## src/rtl/flash_page_prog_seq_if.sv

```systemverilog
// Handshake bundle between the page-program sequencer and its surroundings:
// the host-side start/status signals and the request/ack pairs towards the
// write-enable command engine, the burst writer and the status-poll engine.
interface flash_page_prog_seq_if #(
    parameter int PNUM_W = 16
);
    // Host side
    logic              start;
    logic [23:0]       start_addr;
    logic [PNUM_W-1:0] page_num;
    logic              busy;
    logic              done;
    logic              error;
    logic [PNUM_W-1:0] pages_left;

    // Write-enable (06h) command engine
    logic              wren_req;
    logic              wren_ack;

    // Page-program burst writer
    logic              burst_start;
    logic [23:0]       burst_addr;
    logic              burst_finish;

    // Read-status (05h) engine
    logic              rdsr_req;
    logic              rdsr_done;
    logic [7:0]        rdsr_status;

    // Environment side: drives start and the engine acknowledgements
    modport master (
        output start, start_addr, page_num,
        output wren_ack, burst_finish, rdsr_done, rdsr_status,
        input  busy, done, error, pages_left,
        input  wren_req, burst_start, burst_addr, rdsr_req
    );

    // Sequencer side
    modport slave (
        input  start, start_addr, page_num,
        input  wren_ack, burst_finish, rdsr_done, rdsr_status,
        output busy, done, error, pages_left,
        output wren_req, burst_start, burst_addr, rdsr_req
    );
endinterface

```

## src/rtl/flash_page_prog_seq.sv

```systemverilog
// Multi-page SPI flash program sequencer. For every page it requests a
// Write-Enable, launches one page-program burst, then polls the status
// register (with an idle gap between polls) until Write-In-Progress clears.
// The page address advances by PAGE_BYTES (wrapping in the 24-bit space)
// until the requested number of pages has been written. A page whose WIP
// bit never clears within POLL_MAX polls aborts the whole sequence.
// Every output is a flop; request pulses are derived from the next state so
// they appear in the same cycle the FSM enters the corresponding state.
module flash_page_prog_seq #(
    parameter int PNUM_W     = 16,
    parameter int PAGE_BYTES = 256,
    parameter int POLL_GAP   = 64,
    parameter int POLL_MAX   = 4096,
    parameter int WIP_BIT    = 0
) (
    input  logic                 clock,
    input  logic                 rst,
    flash_page_prog_seq_if.slave bus
);

    localparam int PCNT_W = $clog2(POLL_MAX + 1);
    localparam int GCNT_W = $clog2(POLL_GAP + 1);

    typedef enum logic [3:0] {
        IDLE,
        WREN,
        WREN_WAIT,
        BURST,
        BURST_WAIT,
        POLL,
        POLL_WAIT,
        GAP,
        NEXT,
        DONE,
        ERR
    } state_t;

    state_t              state_q, state_d;
    logic [PNUM_W-1:0]   pages_left_q, pages_left_d;
    logic [23:0]         burst_addr_q, burst_addr_d;
    logic [PCNT_W-1:0]   poll_cnt_q, poll_cnt_d;
    logic [GCNT_W-1:0]   gap_cnt_q, gap_cnt_d;

    logic                busy_q, busy_d;
    logic                done_q, done_d;
    logic                error_q, error_d;
    logic                wren_req_q, wren_req_d;
    logic                burst_start_q, burst_start_d;
    logic                rdsr_req_q, rdsr_req_d;

    logic                start_ok;
    logic                wip;

    // busy_q is low exactly in IDLE, DONE and ERR, so a start arriving on the
    // done/error cycle is accepted just like one arriving in IDLE.
    assign start_ok = bus.start & ~busy_q;
    assign wip      = bus.rdsr_status[WIP_BIT];

    // Next-state, page bookkeeping and poll/gap counters.
    always_comb begin
        state_d      = state_q;
        pages_left_d = pages_left_q;
        burst_addr_d = burst_addr_q;
        poll_cnt_d   = poll_cnt_q;
        gap_cnt_d    = gap_cnt_q;

        unique case (state_q)
            IDLE, DONE, ERR: begin
                state_d = IDLE;
                if (start_ok) begin
                    pages_left_d = bus.page_num;
                    burst_addr_d = bus.start_addr;
                    if (bus.page_num != '0) begin
                        state_d = WREN;
                    end else begin
                        // Nothing to program: report completion straight away.
                        state_d = DONE;
                    end
                end
            end

            WREN: begin
                state_d = WREN_WAIT;
            end

            WREN_WAIT: begin
                if (bus.wren_ack) begin
                    state_d = BURST;
                end
            end

            BURST: begin
                state_d = BURST_WAIT;
            end

            BURST_WAIT: begin
                if (bus.burst_finish) begin
                    state_d    = POLL;
                    poll_cnt_d = '0;
                end
            end

            POLL: begin
                state_d    = POLL_WAIT;
                poll_cnt_d = poll_cnt_q + 1'b1;
            end

            POLL_WAIT: begin
                if (bus.rdsr_done) begin
                    if (!wip) begin
                        state_d = NEXT;
                    end else if (poll_cnt_q == PCNT_W'(POLL_MAX)) begin
                        state_d = ERR;
                    end else begin
                        state_d   = GAP;
                        gap_cnt_d = '0;
                    end
                end
            end

            GAP: begin
                if (gap_cnt_q == GCNT_W'(POLL_GAP - 1)) begin
                    state_d = POLL;
                end else begin
                    gap_cnt_d = gap_cnt_q + 1'b1;
                end
            end

            NEXT: begin
                // The address simply wraps in the 24-bit space.
                pages_left_d = pages_left_q - 1'b1;
                burst_addr_d = burst_addr_q + 24'(PAGE_BYTES);
                if (pages_left_q == PNUM_W'(1)) begin
                    state_d = DONE;
                end else begin
                    state_d = WREN;
                end
            end

            default: begin
                state_d = IDLE;
            end
        endcase
    end

    // Registered outputs follow the state being entered on this edge.
    always_comb begin
        wren_req_d    = (state_d == WREN);
        burst_start_d = (state_d == BURST);
        rdsr_req_d    = (state_d == POLL);
        done_d        = (state_d == DONE);
        error_d       = (state_d == ERR);
        busy_d        = !((state_d == IDLE) || (state_d == DONE) || (state_d == ERR));
    end

    // FSM state register.
    always_ff @(posedge clock or posedge rst) begin
        if (rst) begin
            state_q <= IDLE;
        end else begin
            state_q <= state_d;
        end
    end

    // Page count, page address and poll/gap counters.
    always_ff @(posedge clock or posedge rst) begin
        if (rst) begin
            pages_left_q <= '0;
            burst_addr_q <= '0;
            poll_cnt_q   <= '0;
            gap_cnt_q    <= '0;
        end else begin
            pages_left_q <= pages_left_d;
            burst_addr_q <= burst_addr_d;
            poll_cnt_q   <= poll_cnt_d;
            gap_cnt_q    <= gap_cnt_d;
        end
    end

    // Status flags and request pulses.
    always_ff @(posedge clock or posedge rst) begin
        if (rst) begin
            busy_q        <= 1'b0;
            done_q        <= 1'b0;
            error_q       <= 1'b0;
            wren_req_q    <= 1'b0;
            burst_start_q <= 1'b0;
            rdsr_req_q    <= 1'b0;
        end else begin
            busy_q        <= busy_d;
            done_q        <= done_d;
            error_q       <= error_d;
            wren_req_q    <= wren_req_d;
            burst_start_q <= burst_start_d;
            rdsr_req_q    <= rdsr_req_d;
        end
    end

    assign bus.busy        = busy_q;
    assign bus.done        = done_q;
    assign bus.error       = error_q;
    assign bus.pages_left  = pages_left_q;
    assign bus.wren_req    = wren_req_q;
    assign bus.burst_start = burst_start_q;
    assign bus.burst_addr  = burst_addr_q;
    assign bus.rdsr_req    = rdsr_req_q;

endmodule

```

## src/flat_wrapper.sv

```systemverilog
// flat-port wrapper written by rule: the top's interface ports become plain ports
module flash_page_prog_seq_flat 
#(
    parameter int PNUM_W     = 16,
    parameter int PAGE_BYTES = 256,
    parameter int POLL_GAP   = 64,
    parameter int POLL_MAX   = 4096,
    parameter int WIP_BIT    = 0
)
  (clock, rst, bus_start, bus_start_addr, bus_page_num, bus_wren_ack, bus_burst_finish, bus_rdsr_done, bus_rdsr_status, bus_busy, bus_done, bus_error, bus_pages_left, bus_wren_req, bus_burst_start, bus_burst_addr, bus_rdsr_req);
  flash_page_prog_seq_if #(.PNUM_W(PNUM_W)) bus_i ();
  input  logic clock;
  input  logic rst;
  input wire logic [$bits(bus_i.start)-1:0] bus_start;
  input wire logic [$bits(bus_i.start_addr)-1:0] bus_start_addr;
  input wire logic [$bits(bus_i.page_num)-1:0] bus_page_num;
  input wire logic [$bits(bus_i.wren_ack)-1:0] bus_wren_ack;
  input wire logic [$bits(bus_i.burst_finish)-1:0] bus_burst_finish;
  input wire logic [$bits(bus_i.rdsr_done)-1:0] bus_rdsr_done;
  input wire logic [$bits(bus_i.rdsr_status)-1:0] bus_rdsr_status;
  output wire logic [$bits(bus_i.busy)-1:0] bus_busy;
  output wire logic [$bits(bus_i.done)-1:0] bus_done;
  output wire logic [$bits(bus_i.error)-1:0] bus_error;
  output wire logic [$bits(bus_i.pages_left)-1:0] bus_pages_left;
  output wire logic [$bits(bus_i.wren_req)-1:0] bus_wren_req;
  output wire logic [$bits(bus_i.burst_start)-1:0] bus_burst_start;
  output wire logic [$bits(bus_i.burst_addr)-1:0] bus_burst_addr;
  output wire logic [$bits(bus_i.rdsr_req)-1:0] bus_rdsr_req;
  assign bus_i.start = bus_start;
  assign bus_i.start_addr = bus_start_addr;
  assign bus_i.page_num = bus_page_num;
  assign bus_i.wren_ack = bus_wren_ack;
  assign bus_i.burst_finish = bus_burst_finish;
  assign bus_i.rdsr_done = bus_rdsr_done;
  assign bus_i.rdsr_status = bus_rdsr_status;
  assign bus_busy = bus_i.busy;
  assign bus_done = bus_i.done;
  assign bus_error = bus_i.error;
  assign bus_pages_left = bus_i.pages_left;
  assign bus_wren_req = bus_i.wren_req;
  assign bus_burst_start = bus_i.burst_start;
  assign bus_burst_addr = bus_i.burst_addr;
  assign bus_rdsr_req = bus_i.rdsr_req;
  flash_page_prog_seq #(.PNUM_W(PNUM_W), .PAGE_BYTES(PAGE_BYTES), .POLL_GAP(POLL_GAP), .POLL_MAX(POLL_MAX), .WIP_BIT(WIP_BIT)) u_core (.clock(clock), .rst(rst), .bus(bus_i));
endmodule
```

## config.mk

```make
export PLATFORM = sky130hd
export DESIGN_NAME = flash_page_prog_seq_flat
export DESIGN_NICKNAME = d
export VERILOG_FILES = /design/src/rtl/flash_page_prog_seq_if.sv /design/src/rtl/flash_page_prog_seq.sv /design/src/flat_wrapper.sv
export SDC_FILE = /design/constraint.sdc
export NUM_CORES = 1
export LEC_CHECK = 0
export ABC_CLOCK_PERIOD_IN_PS = 2750
export CORE_AREA = 2 2 102 104
export CTS_BUF_LIST = sky130_fd_sc_hd__clkbuf_4 sky130_fd_sc_hd__clkbuf_8
export DETAILED_ROUTE_END_ITERATION = 10
export DIE_AREA = 0 0 104 106
export SYNTH_ARGS = -nofsm -noshare
export SYNTH_HDL_FRONTEND = slang
export SYNTH_SLANG_ARGS = --single-unit
```

## constraint.sdc

```tcl
create_clock -name clock -period 2.75 [get_ports clock]
set_input_delay 0.4125 -clock clock [delete_from_list [all_inputs] [get_ports clock]]
set_output_delay 0.4125 -clock clock [all_outputs]
set_load 0.05 [all_outputs]
```

==> impl_metrics.py, run 1 <==
metrics = {
    "run_status": {
        "outcome": "finished clean",
    },
    "sta": {
        "rsz0062_at_grt": "false",
        "setup_violations": 0,
        "layout_setup_ws_ns": 0.3545,
        "tightest_slew_ns": 0.5290,
        "finalCritPeriodShare_pct": 87.11,
        "drv_slew": 0,
        "skew_ns": 0.01507,
        "setup_tns_ns": 0,
        "fin_crit_ns": 2.396,
        "slew_headroom_pct": 64.62,
        "worst_hold_slack_ns": 0.4545,
        "hold_viol": 0,
        "max_freq_mhz": 417.4,
    },
    "synth": {
        "syn_area_per_cell_um2": 9.019,
        "netlist_area_um2": 3680,
        "muxShareOfSynthArea_pct": 1.122,
        "synthFlopType": "dfrtp_1",
        "synth_compound_area_share_pct": 16.90,
        "synth_fa_ha_area_share_pct": 2.040,
        "ys_ff_latch": 70,
        "synth_nets": 468,
        "synth_edf_count": 0,
        "yosys.area_share.simple_pct": 27.37,
        "synth_top_family_by_area": "simple AND/OR/NAND/NOR gates",
        "synthArstFlopShare_pct": 100.0,
        "synth-xor-area-share_pct": 1.428,
        "seq_area_frac_synth_pct": 47.60,
        "yosys_warnings": 0,
        "synth.distinct_cells": 55,
        "synthCells": 408,
    },
    "grt": {
        "antenna_found_initial": 0,
        "grt_pass1_wl_um": 16350,
        "grt_pass1_vias": 3204,
        "grt_overflow": 0,
        "grt_max_degree": 71,
        "grt_use_total_pct": 18.23,
    },
    "critical_path": {
        "timing.rr.end": "u_core.bus.rdsr_req",
        "reg2regPathDepth": 7,
        "worstPathArrival_ns": 2.62,
        "reg2reg_slack_ns": 0.35,
        "crit_end": "u_core.bus.rdsr_req",
        "path_max_fanout": 9,
        "crit_required_ns": 2.97,
        "cp-end-kind": "flop",
        "startpoint": "u_core.poll_cnt_q[1]",
        "worstSetupPathType": "reg2reg",
        "startpoint_type": "flop",
        "r2r_start": "u_core.poll_cnt_q[1]",
    },
    "clock_tree": {
        "root_buffer": "clkbuf_8",
        "htreeDepth": 3,
        "clock-sinks": 70,
        "post_cts.repair.setup_buffers": 0,
        "holdBufCountCts": 0,
        "clock_latency_ns": 0.35,
        "cts_tree": "yes",
        "cts_buffers": 9,
        "clockBufferDepth": 2,
        "post_cts_resized": 0,
        "path_clk_slew_ns": 0.08,
    },
    "routing": {
        "postRouteWirelength_um": 9897,
        "viasPerCell": 5.346,
        "wl_per_cell_um": 15.42,
        "antenna_left": 0,
        "dr.first_iter.drc_count": 212,
        "vias": 3432,
        "route.detailed.drc": 0,
        "drt_first_pass_iters": 4,
    },
    "die": {
        "die-area_um2": 11020,
        "chipWidth_um": 104,
        "start_util_pct": 36.80,
        "pin_count": 100,
        "rows": 37,
        "core_area_um2": 10000,
        "die_y_um": 106,
    },
    "placed_design": {
        "dpl.cell_count": 626,
        "postPlaceCellArea_um2": 4776,
        "place_worst_setup_slack_ns": 0.2041,
        "place_congestion": 0.8808,
        "numPortBuffers": 92,
        "dp_hpwl_um": 6985,
    },
    "job": {
        "drv_cap": 0,
    },
    "final_layout": {
        "fin_cells": 642,
        "area_growth_pct": 35.84,
        "insertedDiodeCount": 0,
        "drive_gt1_share_pct": 7.312,
        "final_nets": 561,
        "utilization_pct": 49.99,
        "final_area_um2": 4999,
    },
    "power": {
        "power_density_nw_per_um2": 1130,
        "p_leak_nw": 2.089,
        "power.internal_mw": 2.924,
        "pwr-share-comb_pct": 50.7,
        "swShare_pct": 48.23,
        "p_clk_share_pct": 16.6,
        "peakVddDrop_uv": 359.6,
        "p_sw_mw": 2.723,
        "design_power_total_mw": 5.647,
        "seqPwrFrac_pct": 32.7,
    },
    "worst_hold_path": {
        "hold_class": "in2async",
    },
}
[how the worst min path moves through the flow]
stage | depth (start not counted) | startpoint | to | slack, ns
floorplan | 1 | u_core.poll_cnt_q[12] | u_core.poll_cnt_q[12] | 0.45
global placement | 2 | u_core.bus.burst_addr[5] | u_core.bus.burst_addr[5] | 0.46
detailed placement | 2 | u_core.bus.burst_addr[2] | u_core.bus.burst_addr[2] | 0.46
CTS | 3 | rst | u_core.bus.burst_addr[5] | 0.48
global route | 2 | u_core.bus.burst_addr[0] | u_core.bus.burst_addr[0] | 0.50
finish | 3 | rst | u_core.poll_cnt_q[10] | 0.45
[final cells by class]
class                      count  area [um^2]
fill                         954         5001
multi-input combinational    309         1810
sequential                    70         1752
timing repair buffer          99        998.5
tap                          136        170.2
clock buffer                   9        123.9
clock inverter                 7        98.84
inverter                      12        45.04
[sequential cells by signal, indices dropped and copies added (netlist names)]
register	count
u_core.bus.burst_addr	24
u_core.bus.burst_start	1
u_core.bus.busy	1
u_core.bus.done	1
u_core.bus.error	1
u_core.bus.pages_left	16
u_core.bus.rdsr_req	1
u_core.bus.wren_req	1
u_core.gap_cnt_q	7
u_core.poll_cnt_q	13
u_core.state_q	4
[layer usage]
metal  vias up  track usage (%)  part of all wire [%]
li1       1676                -                     -
met1      1657            25.73                    48
met2        91            28.34                    46
met3         8            3.740                   4.9
met4         0            5.502                  0.88
met5         -                0                     0
[worst max-delay path, cell delays in order, from the launching register on]
cell and delay, ns:
dfrtp_1 0.44, inv_1 0.10, ha_1 0.15, or4b_1 0.45, o31ai_2 0.34, a32o_2 0.34
nand4_1 0.20, and4b_1 0.26
[cells in the final DEF, fill, tap and decap left out, drive strengths merged, types with 3 or more instances in the layout]
| cell type | count |
|---|---|
| clkdlybuf4s50 | 92 |
| nand2 | 79 |
| dfrtp | 70 |
| o21ai | 35 |
| nand3 | 31 |
| nor2 | 27 |
| nor3 | 15 |
| inv | 12 |
| o211ai | 9 |
| clkbuf | 9 |
| nor4 | 9 |
| a21oi | 8 |
| nand4 | 8 |
| and3 | 7 |
| o31ai | 7 |
| buf | 7 |
| ha | 6 |
| nand2b | 5 |
| a221o | 5 |
| nor2b | 4 |
| and2 | 4 |
| clkinv | 4 |
| xnor2 | 3 |
| xor2 | 3 |
| a211o | 3 |
| mux2i | 3 |
| a31oi | 3 |
| and4b | 3 |
| o41ai | 3 |
| a22oi | 3 |
| or4b | 3 |
[power groups by stage]
stage | Combinational (mW) | Sequential (mW) | Clock (mW)
3_3_place_gp | 2.84 | 1.85 | 0
2_1_floorplan | 0.952 | 2.79 | 0
3_5_place_dp | 2.87 | 1.86 | 0
6_report | 2.86 | 1.85 | 0.936
4_1_cts | 2.88 | 1.84 | 0.961
5_1_grt | 3.06 | 1.91 | 1.01
[synthesized netlist by cell type, types with 2 or more instances]
library cell / instances / area (um^2)
a211o_1: 3 / 26.28
a211oi_1: 2 / 15.01
a21o_1: 2 / 15.01
a21oi_1: 8 / 40.04
a221o_1: 5 / 50.05
a22oi_1: 3 / 22.52
a31oi_1: 3 / 18.77
and2_1: 4 / 25.02
and3_1: 7 / 43.79
and4b_1: 3 / 30.03
buf_2: 8 / 40.04
clkbuf_1: 7 / 26.28
dfrtp_1: 70 / 1752
ha_1: 6 / 75.07
inv_1: 12 / 45.04
mux2i_1: 3 / 30.03
nand2_1: 78 / 292.8
nand2b_1: 5 / 31.28
nand3_1: 31 / 155.2
nand4_1: 8 / 50.05
nor2_1: 26 / 97.59
nor2b_1: 4 / 25.02
nor3_1: 14 / 70.07
nor4_1: 8 / 50.05
o211ai_1: 9 / 67.56
o21a_1: 2 / 15.01
o21ai_0: 34 / 170.2
o311ai_0: 2 / 17.52
o31a_1: 2 / 17.52
o31ai_1: 6 / 45.04
o41ai_1: 3 / 26.28
or4_1: 2 / 15.01
or4b_1: 2 / 20.02
xnor2_1: 3 / 26.28
xor2_1: 3 / 26.28
[cells by family after synthesis]
logic type      Yosys count
simple gates            201
compound gates           92
flops                    70
buf+inv                  29
xor+xnor                  6
fa+ha+maj                 6
mux                       4
No activity file was read; power rests on OpenSTA's default activity.
==> run 2: changes to the inputs <==
Settings changed: ABC_CLOCK_PERIOD_IN_PS 2750 to default, CORE_AREA 2 2 102 104 to 2 2 97 99, CTS_CLUSTER_DIAMETER from default to 150, DIE_AREA 0 0 104 106 to 0 0 99 101, PLACE_DENSITY from default to 0.7.
==> impl_metrics.py, run 2 (synthesis results as in run 1) <==
metrics = {
    "power": {
        "power.internal_mw": 2.972,
        "peakVddDrop_uv": 385.9,
        "p_clk_share_pct": 17.1,
        "pwr-share-comb_pct": 50.1,
        "seqPwrFrac_pct": 32.8,
        "design_power_total_mw": 5.683,
        "p_leak_nw": 2.099,
        "swShare_pct": 47.70,
        "p_sw_mw": 2.711,
        "power_density_nw_per_um2": 1140,
    },
    "die": {
        "chipWidth_um": 99,
        "rows": 35,
        "die_y_um": 101,
        "pin_count": 100,
        "start_util_pct": 40.99,
        "die-area_um2": 9999,
        "core_area_um2": 8977,
    },
    "grt": {
        "grt_use_total_pct": 19.89,
        "grt_pass1_vias": 3274,
        "antenna_found_initial": 0,
        "grt_overflow": 0,
        "grt_max_degree": 71,
        "use_met3_pct": 4.854,
        "grt_most_used_layer": "met2",
        "gr-usage-met1_pct": 26.79,
        "grt.met2_usage_pct": 31.03,
        "grt_pass1_wl_um": 15890,
    },
    "final_layout": {
        "fillers": 812,
        "insertedDiodeCount": 0,
        "layout_common_cells": "clkdlybuf4s50_1, nand2_1, dfrtp_1",
        "area_growth_pct": 35.46,
        "fin_cells": 618,
        "layout_commonest_cell": "clkdlybuf4s50_1",
        "drive_gt1_share_pct": 7.495,
        "final_nets": 562,
        "largest_reg_flops": 24,
    },
    "routing": {
        "antenna_left": 0,
        "vias": 3406,
        "viasPerCell": 5.511,
        "wl_per_cell_um": 15.55,
        "drt_first_pass_iters": 4,
        "dr.first_iter.drc_count": 138,
        "postRouteWirelength_um": 9612,
        "route.detailed.drc": 0,
    },
    "clock_tree": {
        "holdBufCountCts": 0,
        "clockBufferDepth": 2,
        "path_clk_slew_ns": 0.07,
        "clock-sinks": 70,
        "cts_buffers": 9,
        "post_cts.repair.setup_buffers": 0,
        "post_cts_resized": 0,
        "cts_tree": "yes",
        "clock_latency_ns": 0.36,
        "htreeDepth": 3,
        "root_buffer": "clkbuf_8",
    },
    "critical_path": {
        "path_max_fanout": 9,
        "reg2reg_slack_ns": 0.37,
        "timing.rr.end": "u_core.bus.rdsr_req",
        "reg2regPathDepth": 7,
        "worstPathArrival_ns": 2.61,
        "crit_end": "u_core.bus.rdsr_req",
        "startpoint_type": "flop",
        "startpoint": "u_core.poll_cnt_q[1]",
        "worstSetupPathType": "reg2reg",
        "r2r_start": "u_core.poll_cnt_q[1]",
        "crit_required_ns": 2.98,
        "cp-end-kind": "flop",
    },
    "sta": {
        "max_freq_mhz": 420.2,
        "rsz0062_at_grt": "false",
        "setup_violations": 0,
        "drv_slew": 0,
        "finalCritPeriodShare_pct": 86.54,
        "tightest_slew_ns": 0.5170,
        "fin_crit_ns": 2.380,
        "setup_tns_ns": 0,
        "slew_headroom_pct": 65.43,
        "hold_viol": 0,
        "skew_ns": 0.01162,
    },
    "run_status": {
        "outcome": "finished clean",
    },
    "job": {
        "drv_cap": 0,
    },
    "placed_design": {
        "dp_hpwl_um": 6749,
        "dpl.cell_count": 602,
        "place_congestion": 0.9110,
        "numPortBuffers": 92,
    },
    "worst_hold_path": {
        "hold_class": "in2async",
    },
}
## run 2: cell types whose count changed in the layout (fill, tap and decap cells not counted), sizes merged
cell | previous run | this run
clkbuf | 9 | 11
buf | 7 | 8
clkinv | 4 | 2
## run 2: how the worst min path moves through the flow
stage | to | depth (start not counted)
finish | u_core.bus.burst_addr[5] | 3
global route | u_core.bus.burst_addr[5] | 3
CTS | u_core.bus.pages_left[2] | 3
detailed placement | u_core.bus.burst_addr[4] | 2
global placement | u_core.bus.burst_addr[6] | 2
floorplan | u_core.poll_cnt_q[12] | 1
## run 2: final cells by class
| class | instances | area, um^2 | share of cell area [%] |
|---|---|---|---|
| clock buffer | 11 | 151.4 | 3.037 |
| clock inverter | 5 | 81.33 | 1.632 |
| inverter | 12 | 45.04 | 0.9036 |
| multi-input combinational | 309 | 1810 | 36.32 |
| sequential | 70 | 1752 | 35.14 |
| tap | 111 | 138.9 | 2.786 |
| timing repair buffer | 100 | 1006 | 20.18 |
## run 2: per-stage QoR
stage / setup slack, ns / utilization [%] / instance area, um^2 / hold WS, ns
6_report: 0.3703 / 55.53 / 4985 / 0.4508
5_1_grt: 0.2601 / 55.53 / 4985 / 0.4926
4_1_cts: 0.3791 / 55.53 / 4985 / 0.4717
3_5_place_dp: 0.2660 / 52.93 / 4752 / 0.4664
3_3_place_gp: 0.2825 / 52.93 / 4752 / 0.4588
2_1_floorplan: 0.5693 / - / 3680 / 0.4486
## run 2: layer usage
| layer | up-vias | wire length [um] |
|---|---|---|
| met5 | - | 0 |
| met4 | 0 | 153 |
| met3 | 12 | 597 |
| met2 | 97 | 4498 |
| met1 | 1622 | 4363 |
| li1 | 1675 | - |
## run 2: worst max-delay path: stages (launching register included)
cell and delay, ns:
dfrtp_1 0.45, inv_1 0.12, ha_1 0.15, or4b_1 0.45, o31ai_2 0.34, a32o_2 0.34, nand4_1 0.18, and4b_1 0.24
## run 2: power by group through the flow
stage | combinational, mW | clock (mW) | sequential [mW]
5_1_grt | 3.04 | 1.04 | 1.94
4_1_cts | 2.86 | 0.988 | 1.86
6_report | 2.84 | 0.972 | 1.87
3_3_place_gp | 2.81 | 0 | 1.85
3_5_place_dp | 2.85 | 0 | 1.87
2_1_floorplan | 0.952 | 0 | 2.79
